===== src/rtl/deskew_registers.sv =====
// Deskew: lane i is delayed N-1-i advances and then registered, so skewed lanes leave aligned.
// RUN/DRAIN control: a flush forces N more advances so that the last word in flight is pushed out.
module deskew_registers #(
  parameter int DATA_WIDTH = 16,
  parameter int N          = 4
) (
  input  logic                             clk,
  input  logic                             rst_n,
  input  logic                             en,
  input  logic                             flush,
  input  logic                             in_valid,
  input  logic [N-1:0][DATA_WIDTH-1:0]     din,
  output logic                             adv,
  output logic [N-1:0][DATA_WIDTH-1:0]     dout,
  output logic                             out_valid,
  output logic                             busy,
  output logic                             done,
  output logic [15:0]                      word_cnt
);

  typedef enum logic {RUN = 1'b0, DRAIN = 1'b1} state_t;
  localparam int CW = $clog2(N + 1);

  state_t                          state_q, state_d;
  logic [CW-1:0]                   cnt_q, cnt_d;
  logic                            done_q, done_d;
  logic [N-2:0]                    vchain_q, vchain_d;
  logic [N-1:0][DATA_WIDTH-1:0]    dout_q, dout_d;
  logic                            out_valid_q, out_valid_d;
  logic [15:0]                     word_cnt_q, word_cnt_d;
  logic [DATA_WIDTH-1:0]           tap [N];

  always_comb begin
    state_d = state_q;
    cnt_d   = cnt_q;
    done_d  = 1'b0;
    adv     = en;
    case (state_q)
      RUN: begin
        if (flush) begin
          state_d = DRAIN;
          cnt_d   = CW'(N);
        end
      end
      DRAIN: begin
        adv   = 1'b1;
        cnt_d = cnt_q - CW'(1);
        if (cnt_q == CW'(1)) begin
          state_d = RUN;
          done_d  = 1'b1;
        end
      end
      default: state_d = RUN;
    endcase
  end

  // Per-lane delay line; its last stage feeds the shared output register.
  for (genvar i = 0; i < N - 1; i++) begin : g_lane
    localparam int D = N - 1 - i;
    logic [DATA_WIDTH-1:0] dly_q [D];
    logic [DATA_WIDTH-1:0] dly_d [D];

    always_comb begin
      for (int j = 0; j < D; j++) dly_d[j] = dly_q[j];
      if (adv) begin
        dly_d[0] = din[i];
        for (int j = 1; j < D; j++) dly_d[j] = dly_q[j-1];
      end
    end

    always_ff @(posedge clk) begin
      if (!rst_n) begin
        for (int j = 0; j < D; j++) dly_q[j] <= '0;
      end else begin
        for (int j = 0; j < D; j++) dly_q[j] <= dly_d[j];
      end
    end

    assign tap[i] = dly_q[D-1];
  end

  assign tap[N-1] = din[N-1];

  always_comb begin
    vchain_d = vchain_q;
    dout_d   = dout_q;
    if (adv) begin
      vchain_d[0] = in_valid & (state_q == RUN);
      for (int j = 1; j < N - 1; j++) vchain_d[j] = vchain_q[j-1];
      for (int i = 0; i < N; i++) dout_d[i] = tap[i];
    end
    out_valid_d = adv & vchain_q[N-2];
    word_cnt_d  = word_cnt_q + {15'd0, out_valid_d};
  end

  always_ff @(posedge clk) begin
    if (!rst_n) begin
      state_q     <= RUN;
      cnt_q       <= '0;
      done_q      <= 1'b0;
      vchain_q    <= '0;
      dout_q      <= '0;
      out_valid_q <= 1'b0;
      word_cnt_q  <= '0;
    end else begin
      state_q     <= state_d;
      cnt_q       <= cnt_d;
      done_q      <= done_d;
      vchain_q    <= vchain_d;
      dout_q      <= dout_d;
      out_valid_q <= out_valid_d;
      word_cnt_q  <= word_cnt_d;
    end
  end

  assign dout      = dout_q;
  assign out_valid = out_valid_q;
  assign busy      = (state_q == DRAIN);
  assign done      = done_q;
  assign word_cnt  = word_cnt_q;

endmodule


===== config.mk =====
export PLATFORM = sky130hd
export DESIGN_NAME = deskew_registers
export DESIGN_NICKNAME = d
export VERILOG_FILES = /design/src/rtl/deskew_registers.sv
export SDC_FILE = /design/constraint.sdc
export NUM_CORES = 1
export LEC_CHECK = 0
export BUFFER_PORTS_ARGS = -buffer_cell sky130_fd_sc_hd__buf_2
export CAP_MARGIN = 20
export CORE_MARGIN = 4
export CORE_UTILIZATION = 45
export CTS_BUF_LIST = sky130_fd_sc_hd__clkbuf_2 sky130_fd_sc_hd__clkbuf_4 sky130_fd_sc_hd__clkbuf_8
export DETAILED_ROUTE_END_ITERATION = 10
export HOLD_SLACK_MARGIN = 0.05
export PLACE_DENSITY_LB_ADDON = 0.12
export SYNTH_ARGS = -nofsm -noshare
export SYNTH_HDL_FRONTEND = slang
export SYNTH_SLANG_ARGS = --single-unit

===== constraint.sdc =====
create_clock -name clk -period 2.6 [get_ports clk]
set_input_delay 0.78 -clock clk [delete_from_list [all_inputs] [get_ports clk]]
set_output_delay 0.78 -clock clk [all_outputs]
set_load 0.05 [all_outputs]

==> Yosys cells after proc, flatten, opt, wreduce, memory -nomap -nowiden <==
Memory sizes are Yosys's and may differ from the RTL's.
Index checks and enable logic that the tools add are counted.
{ "word_totals": {"n_memories": 3, "in_bits": 69, "ramBits": 96, "ff_bits": 89, "word_cells": 46, "out_inout_bits": 84} }
{ "op_classes": {"mux": 19, "reduce_logical": 2, "n_eq_ne": 2, "bitwise": 8, "n_addsub": 2} }
{ "memory_table": {"columns": ["memory", "words", "word_bits", "rd", "rd_clocked_by_memory_dff", "wr", "line", "rtl"], "rows": [
  ["g_lane[0].dly_q", 3, 16, 3, 0, 3, "60", "logic [DATA_WIDTH-1:0] dly_q [D];"],
  ["g_lane[1].dly_q", 2, 16, 2, 0, 2, "60", null],
  ["g_lane[2].dly_q", 1, 16, 1, 0, 1, "60", null]
]} }
{ "op_table": {"columns": ["operator", "n"], "rows": [
  ["2-to-1 mux 16 bit", 7],
  ["2-to-1 mux 48 bit", 1],
  ["2-to-1 mux 32 bit", 1],
  ["adder 16 x 1 -> 16 bit", 1],
  ["OR reduction 16 bit", 1],
  ["2-to-1 mux 1 bit", 7],
  ["case mux 3 bit (2 select lines)", 1],
  ["bitwise OR 1 bit", 5],
  ["equality test 3 x 1 -> 1 bit, second input constant", 1],
  ["2-to-1 mux 3 bit", 1],
  ["subtractor 3 x 1 -> 3 bit, second input constant", 1],
  ["AND 1 bit", 2],
  ["inequality test 2 bit, second input constant", 1],
  ["case mux 1 bit (2 select lines)", 1],
  ["AND reduction 2 bit", 1],
  ["inverter 1 bit", 1]
]} }

==> Logic depth before layout (Yosys ltp) <==
{ "depth": {"ltp_word": 3, "depth_mapped": 10, "mapped_depth_nobuf": 9} }

==> Worst setup path before layout <==
Ideal clock, no wire load.
{ "synth_timing": {"path_type": "in2reg", "startpoint": "input en", "endpoint": "register word_cnt_q[14], in the netlist word_cnt[14]", "required_ns": 2.485, "setup_slack_ns": -0.322, "t_arrival_ns": 2.807, "path_stages": 10, "setup_time_ns": 0.115, "path_cell_list": "nor2_4 > inv_2 > clkbuf_1 > and2_1 > ha_1 > ha_1 > nand4_2 > nor4_2 > xor2_1 > and2_1"} }
{ "synth_between": {"elab_chain_len": 3} }
{ "synth_rtl": {"columns": ["item", "line", "rtl"], "rows": [
  ["from (decl)", "9", "input logic en,"],
  ["2-to-1 mux 1 bit", "38", "case (state_q)"],
  ["named net adv", "13", "output logic adv,"],
  ["AND 1 bit", "92", "out_valid_d = adv & vchain_q[N-2];"],
  ["named net out_valid_d", "29", "logic out_valid_q, out_valid_d;"],
  ["adder 16 x 1 -> 16 bit", "93", "word_cnt_d = word_cnt_q + {15'd0, out_valid_d};"],
  ["to (signal assigned)", "112", "word_cnt_q <= word_cnt_d;"],
  ["to (decl)", "30", "logic [15:0] word_cnt_q, word_cnt_d;"]
]} }
The timed path passes the listed nets, and every way through them passes these cells.
A chain may end at the register's enable or synchronous reset.

==> Worst setup path in the final report <==
{ "layout_timing": {"startpoint": "input en", "endpoint": "output adv"} }
{ "layout_between": {"elab_chain_len": 1} }
{ "layout_rtl": {"columns": ["item", "line"], "rows": [
  ["2-to-1 mux 1 bit", "38"],
  ["to (decl)", "13"]
]} }
No other way between the ends.

==> key figures <==
Synthesis
  – Post-synthesis sequential area ratio: 53.04%
  – Predominant post-synthesis flop cell: dfxtp_1
  – Syn avg cell area: 8.589 sq um
  – EDFF count, synth: 0
  – Post-synth cell types: 32
  – Warnings from Yosys: 0
  – #FFs+latches synth: 185
  – Syn Nets: 887
  – Mapped Area: 6983 sq um
  – Async SR Flop Fraction: 0%
  – Post-Syn Instances: 813

Worst setup path
  – CP Data Required Time: 1.82 ns
  – Crit-path most repeated cell: buf_2
  – Critical path class: input pin to primary output
  – Critical path fanouts, max: 4
  – Crit path capture type: primary output
  – Critical path's top delay family: buffers and inverters
  – Worst path slowest cell: buf_2
  – Worst Setup Start Kind: input pin
  – CP arrival: 1.35 ns
  – Worst stage delay on the critical path: 0.22 ns
  – Worst path bufs/invs: 3
  – Worst-path cell chain: buf_2 -> nor2_4 -> inv_4 -> buf_2

Pwr
  – Pwr Total: 5569 uW
  – Peak supply drop: 404.6 uV
  – PD cells: 673.7 nW/um^2
  – Lkg Pwr: 0.003510 uW

Clocking
  – H-Tree Depth: 4
  – Post-CTS setup buffer count: 0
  – Worst-path clk slew: 0.09 ns
  – CTS Buffer Depth: 2
  – Cts hold-fix bufs: 0
  – Post-cts resize count: 0
  – Root buf cell: clkbuf_8
  – Clk_lat worst skew: 0.45 ns
  – CTS buffer count: 17
  – CTS tree: done
  – Clock Sinks: 185

Timing
  – Final Skew: 0.01269 ns
  – Setup violations, final: 0
  – Slew @ Worst Pin: 0.7651 ns
  – Period utilisation layout: 82.03%
  – Slew Limit Fails: 0
  – Setup TNS: 0 ns
  – Slew HR: 48.99%
  – Achievable Freq: 0.4688 GHz
  – RSZ-0062 raised after global routing: false
  – Final-report hold violation count: 0
  – Tmin final: 2.133 ns
  – Fin worst setup slack: 0.4671 ns

Route
  – Router iterations before antenna repair: 4
  – Drt drc: 0
  – Routed WL: 14.45 mm
  – Initial DRC count: 313
  – Vias: 5369
  – Antenna Nets Post-Route: 0
  – DR vias/cell: 4.722
  – Routed WL per cell: 12.71 um

Floorplanning
  – Die area: 17570 sq um
  – Core area: 15200 sq um
  – I/O pins: 153
  – Die Span Y: 132.6 um
  – Cell row count: 45
  – Die W: 132.6 um
  – Initial Util: 45.93%

Global routing
  – GR Layer Usage met2: 24.16%
  – GRT Util Overall: 16.42%
  – Gr busiest metal: met2
  – Largest net degree at the start of global routing: 163
  – First-pass GRT wire length: 24.03 mm
  – Vias in the first global route: 4854
  – Met3 usage: 5.285%
  – GR met1 Demand/Resource: 22.89%
  – GRT overflow: 0
  – Initial antenna violation count: 1

Layout
  – Final std cells w/o fill: 1137
  – Fraction of layout cells with a size suffix above 1: 21.07%
  – Antenna cells: 0
  – Storage element area: 3704 sq um
  – Fill cell count: 1512
  – Most common cell after layout, fill and taps aside: nand2_1
  – Most frequent cells in the layout: nand2_1, dfxtp_1, buf_2
  – Nets@finish: 1010
  – Multi-input logic area: 3014 sq um
  – Synthesis-to-layout area growth: 18.37%

Placement
  – Setup WS pre-CTS: 0.1671 ns
  – Placed cell count: 1105
  – Input/output buffers: 152
  – Routability cong.: 0.7168
  – HPWL after DPL: 9.114 mm

Status
  – Status: finished clean

Worst hold path
  – HP Class: register to register

Job
  – Maxcap violations: 0
-- worst reg2reg max path: cells and delay by family, from the launching register on --
family | cells | cell delay (ns)
XOR/XNOR | 1 | 0.09
adder cells (fa/ha/maj) | 2 | 0.41
buffers and inverters | 1 | 0.07
flip-flops | 1 | 0.38
AND/OR/NAND/NOR | 5 | 0.82
-- registers in the layout (all words and copies together) (netlist names) --
name,cells
busy,1
vchain_q,3
done,1
g_lane.dly_q,96
cnt_q,3
dout,64
out_valid,1
word_cnt,16
-- kinds of logic (layout without fill, tap and decap cells) --
logic type	Yosys count	count (layout)	share of synthesized area (%)
and+or+nand+nor	376	376	22.27
DFF	185	185	53.04
AOI/OAI and AO/OA	171	171	18.19
buffers and inverters	62	198	3.799
xor gates and xnor gates	11	11	1.380
adders and majority gates	5	5	0.8959
muxes	3	3	0.4300
-- Yosys cell counts, types with 2 or more instances --
cell / number / area, sq um
clkbuf_1: 30 / 112.6
dfxtp_1: 185 / 3704
nand2_1: 331 / 1242
mux2i_1: 3 / 30.03
ha_1: 5 / 62.56
nor2_1: 2 / 7.510
buf_2: 26 / 130.1
nor2b_1: 2 / 12.51
inv_1: 5 / 18.77
or3_1: 2 / 12.51
a21oi_1: 2 / 10.01
nand3_1: 6 / 30.03
nor3_1: 7 / 35.03
o21ai_0: 3 / 15.01
and2_1: 14 / 87.58
nor4_2: 3 / 37.54
xor2_1: 8 / 70.07
a21boi_0: 105 / 788.3
xnor2_1: 3 / 26.28
a21boi_1: 59 / 442.9
-- per-stage QoR --
stage / hold WS [ns] / area (sq um) / utilization, %
floorplan: 0.4310 / 6987 / -
global placement: 0.4358 / 7851 / 51.65
detailed placement: 0.4423 / 7851 / 51.65
CTS: 0.4556 / 8265 / 54.37
global route: 0.4679 / 8265 / 54.37
finish: 0.4519 / 8265 / 54.37
-- report_power, final --
part / leakage, uW / internal, uW / switching, uW
Clock: 0.000216 / 1010 / 967
Combinational: 0.00178 / 188 / 396
Sequential: 0.00151 / 2950 / 55.8
-- layout make-up --
type	instances	share of cell area (%)
Sequential cell	185	44.81
Tap cell	188	2.846
Inverter	6	0.3028
Clock inverter	12	1.756
Multi-Input combinational cell	566	36.47
Clock buffer	20	3.255
Timing Repair Buffer	160	10.57
-- worst paths after layout --
kind	start	endpoint	slack (ns)	depth (start not counted)
setup / recovery	en	adv	0.47	4
hold / removal	dout[0]$_SDFFE_PN0N_	dout[0]$_SDFFE_PN0N_	0.45	2
setup reg to reg	busy$_SDFF_PN0_	word_cnt[14]$_SDFF_PN0_	0.73	9
hold reg to reg	dout[0]$_SDFFE_PN0N_	dout[0]$_SDFFE_PN0N_	0.45	2
-- per-layer routing --
layer	vias up	part of all wire, %	wire (um)
met5	-	0.048	7
met4	2	1.1	164
met3	15	6.3	913
met2	113	43	6251
met1	2380	49	7115
li1	2859	-	-
No activity file was read; power rests on OpenSTA's default activity.
